===== config.mk =====
export PLATFORM = sky130hd
export DESIGN_NAME = control_fsm
export DESIGN_NICKNAME = d
export VERILOG_FILES = /design/src/rtl/riscv_pkg.sv /design/src/rtl/alu_decoder.sv /design/src/rtl/control_fsm.sv
export SDC_FILE = /design/constraint.sdc
export NUM_CORES = 1
export LEC_CHECK = 0
export CAP_MARGIN = 20
export CORE_MARGIN = 2
export CORE_UTILIZATION = 52
export CTS_BUF_LIST = sky130_fd_sc_hd__clkbuf_16
export DETAILED_ROUTE_END_ITERATION = 7
export DONT_BUFFER_PORTS = 1
export PLACE_DENSITY = 0.72
export SLEW_MARGIN = 25
export SYNTH_ARGS = -nofsm -noshare
export SYNTH_HDL_FRONTEND = slang
export SYNTH_SLANG_ARGS = --single-unit

===== constraint.sdc =====
create_clock -name clk -period 3.4 [get_ports clk]
set_clock_uncertainty 0.15 [all_clocks]
set_input_delay 0.85 -clock clk [delete_from_list [all_inputs] [get_ports clk]]
set_output_delay 0.85 -clock clk [all_outputs]
set_load 0.01 [all_outputs]

===== src/rtl/riscv_pkg.sv =====
// Shared encodings for the RV32I multicycle control unit: FSM states, ALU codes,
// opcodes and datapath mux selects.
package riscv_pkg;

  typedef enum logic [3:0] {
    S_FETCH    = 4'd0,
    S_DECODE   = 4'd1,
    S_MEMADR   = 4'd2,
    S_MEMREAD  = 4'd3,
    S_MEMWB    = 4'd4,
    S_MEMWRITE = 4'd5,
    S_EXECR    = 4'd6,
    S_EXECI    = 4'd7,
    S_ALUWB    = 4'd8,
    S_BRANCH   = 4'd9,
    S_JAL      = 4'd10,
    S_JALRADR  = 4'd11,
    S_UPPER    = 4'd12
  } state_e;

  localparam logic [3:0] ALU_ADD  = 4'b0000;
  localparam logic [3:0] ALU_SUB  = 4'b0001;
  localparam logic [3:0] ALU_AND  = 4'b0010;
  localparam logic [3:0] ALU_OR   = 4'b0011;
  localparam logic [3:0] ALU_XOR  = 4'b0100;
  localparam logic [3:0] ALU_SLT  = 4'b0101;
  localparam logic [3:0] ALU_SLTU = 4'b0110;
  localparam logic [3:0] ALU_SRL  = 4'b0111;
  localparam logic [3:0] ALU_SRA  = 4'b1000;
  localparam logic [3:0] ALU_SLL  = 4'b1001;

  localparam logic [6:0] OP_LOAD   = 7'b0000011;
  localparam logic [6:0] OP_STORE  = 7'b0100011;
  localparam logic [6:0] OP_RTYPE  = 7'b0110011;
  localparam logic [6:0] OP_IMM    = 7'b0010011;
  localparam logic [6:0] OP_BRANCH = 7'b1100011;
  localparam logic [6:0] OP_JAL    = 7'b1101111;
  localparam logic [6:0] OP_JALR   = 7'b1100111;
  localparam logic [6:0] OP_LUI    = 7'b0110111;
  localparam logic [6:0] OP_AUIPC  = 7'b0010111;

  localparam logic [1:0] RES_ALUOUT    = 2'b00;
  localparam logic [1:0] RES_DATA      = 2'b01;
  localparam logic [1:0] RES_ALURESULT = 2'b10;

  localparam logic [1:0] SRCA_PC    = 2'b00;
  localparam logic [1:0] SRCA_OLDPC = 2'b01;
  localparam logic [1:0] SRCA_REGA  = 2'b10;
  localparam logic [1:0] SRCA_ZERO  = 2'b11;

  localparam logic [1:0] SRCB_REGB = 2'b00;
  localparam logic [1:0] SRCB_IMM  = 2'b01;
  localparam logic [1:0] SRCB_FOUR = 2'b10;

  localparam logic [2:0] IMM_I = 3'b000;
  localparam logic [2:0] IMM_S = 3'b001;
  localparam logic [2:0] IMM_B = 3'b010;
  localparam logic [2:0] IMM_J = 3'b011;
  localparam logic [2:0] IMM_U = 3'b100;

  // Immediate format implied by the opcode; formats without an immediate read as I.
  function automatic logic [2:0] imm_src_of(input logic [6:0] op);
    case (op)
      OP_STORE:          return IMM_S;
      OP_BRANCH:         return IMM_B;
      OP_JAL:            return IMM_J;
      OP_LUI, OP_AUIPC:  return IMM_U;
      default:           return IMM_I;
    endcase
  endfunction

endpackage


===== src/rtl/alu_decoder.sv =====
// Maps funct3/funct7b5 of R-type and OP-IMM instructions onto the ALU operation code.
module alu_decoder
  import riscv_pkg::*;
(
  input  logic [6:0] op_i,
  input  logic [2:0] funct3_i,
  input  logic       funct7b5_i,
  output logic [3:0] alu_control_o
);

  // SUB only exists for R-type; bit 30 of an addi is immediate data.
  always_comb begin
    alu_control_o = ALU_ADD;
    case (funct3_i)
      3'b000:  alu_control_o = (op_i == OP_RTYPE && funct7b5_i) ? ALU_SUB : ALU_ADD;
      3'b001:  alu_control_o = ALU_SLL;
      3'b010:  alu_control_o = ALU_SLT;
      3'b011:  alu_control_o = ALU_SLTU;
      3'b100:  alu_control_o = ALU_XOR;
      3'b101:  alu_control_o = funct7b5_i ? ALU_SRA : ALU_SRL;
      3'b110:  alu_control_o = ALU_OR;
      default: alu_control_o = ALU_AND;
    endcase
  end

endmodule


===== src/rtl/control_fsm.sv =====
// Multicycle RV32I control unit: sequences fetch/decode/execute/memory/writeback
// and drives the datapath selects, write enables and ALU operation.
module control_fsm
  import riscv_pkg::*;
(
  input  logic       clk,
  input  logic       reset,
  input  logic [6:0] op,
  input  logic [2:0] funct3,
  input  logic       funct7b5,
  input  logic       Zero,
  input  logic       Negative,
  input  logic       Carry,
  input  logic       Overflow,
  output logic       PCWrite,
  output logic       AdrSrc,
  output logic       MemWrite,
  output logic       IRWrite,
  output logic       RegWrite,
  output logic [1:0] ResultSrc,
  output logic [1:0] ALUSrcA,
  output logic [1:0] ALUSrcB,
  output logic [3:0] ALUControl,
  output logic [2:0] ImmSrc,
  output logic       IllegalInstr
);

  state_e     state_q, state_d;
  logic [3:0] dec_alu_op;
  logic       branch_taken;

  alu_decoder u_alu_decoder (
    .op_i          (op),
    .funct3_i      (funct3),
    .funct7b5_i    (funct7b5),
    .alu_control_o (dec_alu_op)
  );

  always_ff @(posedge clk) begin
    if (reset) state_q <= S_FETCH;
    else       state_q <= state_d;
  end

  // Branch condition from the flags of rs1 - rs2 computed this cycle.
  always_comb begin
    branch_taken = 1'b0;
    case (funct3)
      3'b000:  branch_taken = Zero;
      3'b001:  branch_taken = ~Zero;
      3'b100:  branch_taken = Negative ^ Overflow;
      3'b101:  branch_taken = ~(Negative ^ Overflow);
      3'b110:  branch_taken = ~Carry;
      3'b111:  branch_taken = Carry;
      default: branch_taken = 1'b0;
    endcase
  end

  always_comb begin
    state_d      = state_q;
    PCWrite      = 1'b0;
    AdrSrc       = 1'b0;
    MemWrite     = 1'b0;
    IRWrite      = 1'b0;
    RegWrite     = 1'b0;
    ResultSrc    = RES_ALUOUT;
    ALUSrcA      = SRCA_PC;
    ALUSrcB      = SRCB_REGB;
    ALUControl   = ALU_ADD;
    ImmSrc       = imm_src_of(op);
    IllegalInstr = 1'b0;

    case (state_q)
      S_FETCH: begin
        IRWrite   = 1'b1;
        PCWrite   = 1'b1;
        ALUSrcB   = SRCB_FOUR;
        ResultSrc = RES_ALURESULT;
        state_d   = S_DECODE;
      end
      S_DECODE: begin
        ALUSrcA = SRCA_OLDPC;
        ALUSrcB = SRCB_IMM;
        case (op)
          OP_LOAD, OP_STORE: state_d = S_MEMADR;
          OP_RTYPE:          state_d = S_EXECR;
          OP_IMM:            state_d = S_EXECI;
          OP_BRANCH:         state_d = S_BRANCH;
          OP_JAL:            state_d = S_JAL;
          OP_JALR:           state_d = S_JALRADR;
          OP_LUI, OP_AUIPC:  state_d = S_UPPER;
          default: begin
            IllegalInstr = 1'b1;
            state_d      = S_FETCH;
          end
        endcase
      end
      S_MEMADR: begin
        ALUSrcA = SRCA_REGA;
        ALUSrcB = SRCB_IMM;
        state_d = (op == OP_STORE) ? S_MEMWRITE : S_MEMREAD;
      end
      S_MEMREAD: begin
        AdrSrc  = 1'b1;
        state_d = S_MEMWB;
      end
      S_MEMWB: begin
        ResultSrc = RES_DATA;
        RegWrite  = 1'b1;
        state_d   = S_FETCH;
      end
      S_MEMWRITE: begin
        AdrSrc   = 1'b1;
        MemWrite = 1'b1;
        state_d  = S_FETCH;
      end
      S_EXECR: begin
        ALUSrcA    = SRCA_REGA;
        ALUControl = dec_alu_op;
        state_d    = S_ALUWB;
      end
      S_EXECI: begin
        ALUSrcA    = SRCA_REGA;
        ALUSrcB    = SRCB_IMM;
        ALUControl = dec_alu_op;
        state_d    = S_ALUWB;
      end
      S_UPPER: begin
        ALUSrcA = (op == OP_LUI) ? SRCA_ZERO : SRCA_OLDPC;
        ALUSrcB = SRCB_IMM;
        state_d = S_ALUWB;
      end
      S_ALUWB: begin
        RegWrite = 1'b1;
        state_d  = S_FETCH;
      end
      S_JALRADR: begin
        ALUSrcA = SRCA_REGA;
        ALUSrcB = SRCB_IMM;
        state_d = S_JAL;
      end
      S_JAL: begin
        ALUSrcA = SRCA_OLDPC;
        ALUSrcB = SRCB_FOUR;
        PCWrite = 1'b1;
        state_d = S_ALUWB;
      end
      S_BRANCH: begin
        ALUSrcA    = SRCA_REGA;
        ALUControl = ALU_SUB;
        PCWrite    = branch_taken;
        state_d    = S_FETCH;
      end
      default: state_d = S_FETCH;
    endcase

    // No architectural side effect may happen while reset is held.
    if (reset) begin
      PCWrite      = 1'b0;
      MemWrite     = 1'b0;
      IRWrite      = 1'b0;
      RegWrite     = 1'b0;
      IllegalInstr = 1'b0;
    end
  end

endmodule

==> results list, run 1 <==
- For this run, the register share of the synthesized area comes to 11.37%.
- Summing all multi-input logic gate instances after layout gives between 500 and 600 sq um.
* Number of fillers in the final layout: between 100 and 150
* WS Path Type: in -> out
- Final clock period utilization by the worst path: 91.83%
* CTS Root Cell: sky130_fd_sc_hd__clkbuf_16
- Cell area after layout: ~770 sq um
* Number of nets with antenna violations after detailed routing: 0
* Highest clock rate: between 300 and 400 MHz
- Detailed placement ended at an HPWL of about 1400 um.
* Aggregate global-route resource usage: 23.85%
- Along the worst hold path, the cell count comes to 3.
* Chip Width: between 40 and 50 um
- Setup violations remaining at the end of the flow were counted as 0.
- The clock period could shrink to 3122 ps.
- Number of cell instances on the worst register-to-register path: 4
- Excluding fillers, the count of instances in the completed layout stands at 117.
- Number of warnings issued by yosys: 0
* Part of the total power dissipated in combinational logic: 16.5%
- The die covers 1665 sq um.
- On the critical path, the stage with the largest delay is an instance of sky130_fd_sc_hd__nor4b_1.
- Ys async rst share: 0%
- Post-route core utilization: approximately three fifths
* Worst hold-check path type: reg -> reg
- GRT overflow: 0
* Power Internal: about 220 uW
- Initial antenna violation count: 0
* Required time at the endpoint of the critical path: roughly 2400 ps
- Normalized max-slew margin: 47.01%
- Number of buffers inserted by hold repair at cts: 0
- Number of enable flip-flop cells after synthesis: 0
* Sort of element at the start of the critical path: primary input
* DRT iter0 DRCs: 31
* Reg2Reg Setup Slack: around 1600 ps
- CTS built an H-tree with a depth of 1.
- Data arrival at the endpoint of the critical path: ~2100 ps
- Clock share of power: 64.7%
- Max-slew violation total from the final report: 0
- Ranked by flip-flop count, first place goes to state_q.
- The worst hold path terminates at state_q[1]$_SDFF_PP0_.
* Syn_nets: approximately 120
- The repair_antennas step left the layout with diodes totalling 0.
- In this run the static leakage power is 0.2710 nW.
- Detailed routing inserted a total of between 700 and 800 vias.
- The number of setup buffers added after CTS is 0.
- First-pass iteration count of the detailed router: 4
* End of the worst register-to-register path: state_q[3]$_SDFF_PP0_
- For this run, the leading register cell type out of synthesis is sky130_fd_sc_hd__dfxtp_1.
- Initial Util: ~55%
- Critical path cell sequence: nand2_1 -> nor4b_1 -> a311oi_1 -> o21ai_1
- In this run the count of I/O pins placed on the die edge is 36.
* Num CTS Buffers: 3
- Max reg flops: 4
* Post-detailed-route DRC marker count: 0
- In this run the cell area measured after placement is approximately 700 sq um.
- The number of placed instances, taps included, is 114.
- Of all nets on the critical path, the largest fanout is 5.
- Switching power share of the total: between 20% and 30%
- Startpoint of the lowest-slack hold path: state_q[3]$_SDFF_PP0_
- In the final layout, the share of cells above drive strength 1 is 8.824%.
- Final RePlAce weighted congestion: just under 0.8
* Library cell occupying the most area in the post-synthesis netlist: sky130_fd_sc_hd__dfxtp_1
* CORE AREA: around 1300 sq um
- Clock Latency Late Sink: between 200 and 250 ps
* Area added between synthesis and finish: 9.947%
- Post-CTS repair changed the size of 0 cells.
- Setup repair after global routing left no endpoint under its margin.
- The count of buffers added on input and output ports is 0.
* Pin count of the biggest net entering global routing: 17
* Endpoints failing hold: 0
- Registers take approximately 80 sq um.
* Net switching component of the power: between 60 and 70 uW
* Routed via count divided by cell count: approximately 6.8
* Height of the die: roughly 41 um
- At the pin with the least slew margin, the transition time is a little under 800 ps.
* Worst reg2reg path startpoint: state_q[0]$_SDFF_PP0_
- Count of cell types in the netlist: 37
- Clock edge transition at the registers on the reported setup and hold paths: around 30 ps
* Largest stage delay on the critical path: ~690 ps
* Register bit count reported by yosys: 4
- After detailed routing, the average wire length per cell comes to ~16 um.
* Element type at the critical path end: output port
- The most common cell in the synthesized netlist is sky130_fd_sc_hd__nand2_1.
- Regs by FF count: state_q (4)
- Maximum root-to-sink buffer count: 2
* Critical path startpoint: op[1]
- Power Density: between 300 and 400 nW/um^2
- Sequential fraction of design power: 18.8%
- Ranked by instance count, the synthesized netlist is headed by sky130_fd_sc_hd__nand2_1 (9), sky130_fd_sc_hd__a21oi_1 (8), sky130_fd_sc_hd__nor2_1 (8), sky130_fd_sc_hd__nor2b_1 (8).
* Combined area of all synthesized cells: 704.4 sq um
- After synthesis, the largest area contributor takes up a little under an eighth of total cell area.
- The first global-routing pass estimated around 2700 um of wire.
* Maxcap violations: 0
- The initialized floorplan defines 13 standard-cell rows.
- Outcome: completed
- IR analysis of the VDD net gives a maximum drop of between 0.0002 and 0.00025 V.
- The average instance in the mapped netlist occupies approximately 6.8 sq um.
- At the end of the flow, the number of nets in the layout was roughly 120.
* Total detailed-routing wirelength: 1844 um
* Overall Power: ~280 uW
- Instance count of the mapped netlist: about 100
- Clock tree from TritonCTS: yes
* Clock net sink count: 4
* Setup TNS: 0 ps
- Ranked by total cell area, the synthesized netlist is headed by sky130_fd_sc_hd__dfxtp_1 (11%), sky130_fd_sc_hd__xnor2_1 (7.5%), sky130_fd_sc_hd__nor2b_1 (7.1%).
- Via count of the first global-routing pass: around 630
-- logic make-up after synthesis --
kind of cell | count (synthesis) | synth area share (%)
DFF | 4 | 11.37
xor gates and xnor gates | 7 | 8.704
AOI/OAI and AO/OA | 25 | 25.04
buffers and inverters | 11 | 7.637
and+or+nand+nor | 57 | 47.25
-- routing by layer --
metal  vias to the layer above  routed length, um  track usage, %
met5                         -                  0               0
met3                         4                185           7.065
met1                       366                787           32.04
met4                         0                 11           7.500
li1                        378                  -               -
met2                        48                860           35.94
-- power groups by stage --
stage	clock [mW]	sequential, mW	combinational, mW
after floorplan	0	0.0505	0.0451
after global placement	0	0.0532	0.0444
after detailed placement	0	0.0531	0.0455
after CTS	0.183	0.0525	0.0458
after global routing	0.185	0.0531	0.0502
final	0.181	0.0527	0.0461
-- through the flow --
stage                     hold WS [ps]  worst slack [ps]
after floorplan                  492.3             621.5
after global placement           469.8             458.8
after detailed placement         494.0             307.0
after CTS                        507.8             292.0
after global routing             550.0             203.5
final                            507.1             277.7
-- final cells by class --
cell class | count | area share [%]
clock buffers | 3 | 9.693
inverters | 4 | 1.939
multi-input cells | 89 | 73.67
flip-flops and latches | 4 | 10.34
well taps | 15 | 2.423
repair buffers | 2 | 1.939
-- worst max-delay path: cells and delay by family --
family / cells / cell delay, ps
AND/OR/NAND/NOR: 2 / 810
AO/OA/AOI/OAI: 2 / 460
-- worst max-delay path by stage --
stage | to | slack, ps | cells after the start
after detailed placement | ALUControl[0] | 310 | 4
final | ALUControl[0] | 280 | 4
after floorplan | ALUControl[0] | 620 | 4
after CTS | ALUControl[0] | 290 | 4
after global placement | ALUControl[0] | 460 | 4
after global routing | ALUControl[0] | 200 | 4
-- layout by cell type, fill, tap and decap left out, drive strengths merged --
master and instances:
nand2 9, nor2b 8, a21oi 8, nor2 8, xnor2 6, nor3 6, o21ai 6, nand3 4
inv 4, nor4b 4, dfxtp 4, nor4 3, clkbuf 3, nand4b 2, a21o 2, nand2b 2
nand4 2, a31oi 2, or4 2, buf 2, or3 1, a31o 1, and2 1, and4 1
and2b 1, a311oi 1, nand3b 1, xor2 1, and3b 1, and3 1, a211o 1, a22o 1
a2111oi 1, o2111ai 1, a22oi 1
(Power assumes the default switching activity.)
==> run 2, diff against run 1 <==
RECOVER_POWER = 25   (was default)
SLEW_MARGIN = 30   (was 25)
==> results list, run 2 (synthesis results as in run 1) <==
- Outcome: completed (unchanged)
* Number of nets with antenna violations after detailed routing: 0 (unchanged)
* Power Density: 362.5 nW/um^2 (was 360.7 nW/um^2)
- Maximum root-to-sink buffer count: 2 (unchanged)
- The final weighted congestion in routability-driven placement is 0.7835 (unchanged).
- Cell area after layout: 769.5 sq um (was 774.5 sq um)
- The number of buffers added for setup after CTS is 0 (unchanged).
- The top achievable clock speed was 320.4 MHz (was 320.3 MHz).
- Setup repair after global routing missed its margin: no (unchanged)
- Reg with most FFs: state_q (unchanged)
- The total core area came to 1285 sq um (unchanged).
* Critical Path Fanout Max: 5 (unchanged)
- Initial Util: 54.82% (unchanged)
- Hold path cells: 3 (unchanged)
- The fraction of power spent switching nets was 21.61% (was 21.59%).
- The largest voltage drop on the vdd net is 0.0002433 V (was 0.0002434 V).
* Cell area reported after detailed placement: 699.4 sq um (unchanged)
* Setup TNS: 0 ps (unchanged)
* Detailed Place HPWL: 1379 um (unchanged)
- The leftover overflow at the end of global routing came to 0 (unchanged).
- The TritonCTS clock tree was yes (unchanged).
* Worst hold-check path type: reg -> reg (unchanged)
- Num CTS Buffers: 3 (unchanged)
* DRT iter0 DRCs: 31 (unchanged)
- The most common cell after layout, fill and taps aside was sky130_fd_sc_hd__nand2_1 (unchanged).
- Data arrival at the endpoint of the critical path: 2120 ps (about the same)
- The number of rows created at floorplan is 13 (unchanged).
- The clock insertion delay at the later pin of the skew report is 220 ps (about the same).
- The post-cts repair resize count was 0 (unchanged).
- The count of port buffers added during placement came to 0 (unchanged).
* Proportion of layout cells with a drive suffix above 1: 7.843% (was 8.824%)
- Maxcap violations: 0 (unchanged)
* Num ports: 36 (unchanged)
- The reported net switching power was 60.27 uW (was 60.31 uW).
* Critical path cell sequence: nand2_1 -> nor4b_1 -> a311oi_1 -> o21ai_1 (unchanged)
- Critical path depth in cells: 4 (unchanged)
- Vias post-DR: 798 (was 796)
- Wire length of the first global-routing pass: 2677 um (unchanged)
- The final count of hold timing violations came to 0 (unchanged).
- The final cycle utilization of the critical path was 91.79% (was 91.83%).
- Sequential fraction of design power: 18.9% (was 18.8%)
- # H-tree levels: 1 (unchanged)
* Initial antenna violation count: 0 (unchanged)
* Part of the total power dissipated in combinational logic: 16.4% (was 16.5%)
- Wire per inst: 15.65 um (was 15.76 um)
- Clock edge transition at the registers on the reported setup and hold paths: 30 ps (about the same)
- The internal power consumption came to 218.7 uW (was 219.1 uW).
* Area added between synthesis and finish: 9.236% (was 9.947%)
- Aggregate global-route resource usage: 23.85% (unchanged)
- Total detailed-routing wirelength: 1831 um (was 1844 um)
* Post-detailed-route DRC marker count: 0 (unchanged)
* CTS Root Cell: sky130_fd_sc_hd__clkbuf_16 (unchanged)
- Diodes inserted: 0 (unchanged)
- Count of final setup violators: 0 (unchanged)
* Max-slew violation total from the final report: 0 (unchanged)
* Number of cell instances on the worst register-to-register path: 4 (unchanged)
- The ratio of routed vias to standard cells is 6.821 (was 6.803).
* Die Area: 1665 sq um (unchanged)
* Clock share of power: 64.8% (was 64.7%)
- The shortest clock period the worst path allows after layout is 3121 ps (was 3122 ps).
* Crit path buffers/inverters: 0 (unchanged)
- Commonest cells after routing, fill and taps aside: sky130_fd_sc_hd__nand2_1 (9), sky130_fd_sc_hd__nor2b_1 (8), sky130_fd_sc_hd__a21oi_1 (8), sky130_fd_sc_hd__nor2_1 (8) (unchanged)
- Via count of the first global-routing pass: 633 (unchanged)
- The kind of cell with the highest combined delay on the critical path was simple AND/OR/NAND/NOR gates (unchanged).
- Number of buffers inserted by hold repair at cts: 0 (unchanged)
- Master of the slowest instance on the critical path: sky130_fd_sc_hd__nor4b_1 (unchanged)
- Cell leakage power: 0.2696 nW (was 0.2710 nW)
- Pin count of the biggest net entering global routing: 17 (unchanged)
- Height of the die: 40.81 um (unchanged)
- The die width is 40.81 um (unchanged).
- Normalized max-slew margin: 47.09% (was 47.01%)
- Worst-margin pin slew: 782.7 ps (was 783.8 ps)
* Max reg flops: 4 (unchanged)
- The critical path data required time was 2400 ps (about the same).
- The detailed-routing iteration count for the pre-antenna-repair pass was 4 (unchanged).
- The net count reported at finish was 121 (unchanged).
- The highest cell delay on the worst timing path was 690 ps (about the same).
* Sort of element at the start of the critical path: primary input (unchanged)
* Regs by FF count: state_q (4) (unchanged)
- Element type at the critical path end: output port (unchanged)
- WS Path Type: in -> out (unchanged)
* Clock net sink count: 4 (unchanged)
-- run 2: cell counts in the layout (fill, tap and decap cells not counted) --
Identical to the previous run, type by type.
-- run 2: tightest hold or removal path, stage by stage, from the launching register on --
cell	delay [ps]
sky130_fd_sc_hd__dfxtp_1	320
sky130_fd_sc_hd__nor2b_1	100
sky130_fd_sc_hd__o2111ai_1	110
sky130_fd_sc_hd__o21ai_1	70
-- run 2: path summary, 6_finish.rpt --
| path | slack (ps) | startpoint | end |
|---|---|---|---|
| worst max-delay path | 280 | op[1] | ALUControl[0] |
| worst min register to register | 510 | state_q[3]$_SDFF_PP0_ | state_q[1]$_SDFF_PP0_ |
| worst max register to register | 1640 | state_q[0]$_SDFF_PP0_ | state_q[3]$_SDFF_PP0_ |
| worst min-delay path | 510 | state_q[3]$_SDFF_PP0_ | state_q[1]$_SDFF_PP0_ |
-- run 2: power groups by stage --
stage / Clock (mW) / Combinational [mW] / Sequential [mW]
floorplan: 0 / 0.0451 / 0.0505
global placement: 0 / 0.0444 / 0.0532
detailed placement: 0 / 0.0455 / 0.0531
CTS: 0.183 / 0.0458 / 0.0525
global route: 0.185 / 0.0498 / 0.0531
finish: 0.181 / 0.0457 / 0.0527
-- run 2: layout make-up --
| class | count | area, sq um |
|---|---|---|
| tap | 15 | 18.77 |
| clock buffer | 3 | 75.07 |
| sequential | 4 | 80.08 |
| timing repair buffer | 2 | 15.01 |
| multi-input combinational | 89 | 565.5 |
| inverter | 4 | 15.01 |
| fill | 127 | 515.5 |
-- run 2: per-stage QoR --
step           cells  utilization (%)  hold WS (ps)  total power [mW]  setup WS [ps]
2_1_floorplan    104                -         492.3           0.09560          621.5
3_3_place_gp     114            54.43         469.8           0.09757          458.8
3_5_place_dp     114            54.43         494.0           0.09865          307.0
4_1_cts          117            60.27         507.8            0.2812          292.0
5_1_grt          117            59.88         550.0            0.2878          203.5
6_report         117            59.88         509.3            0.2789          279.0
-- run 2: metal layers --
layer  global-route usage, %  wire (um)
met5                       0          0
met4                   7.500          7
met3                   7.065        173
met2                   35.94        854
met1                   32.04        795
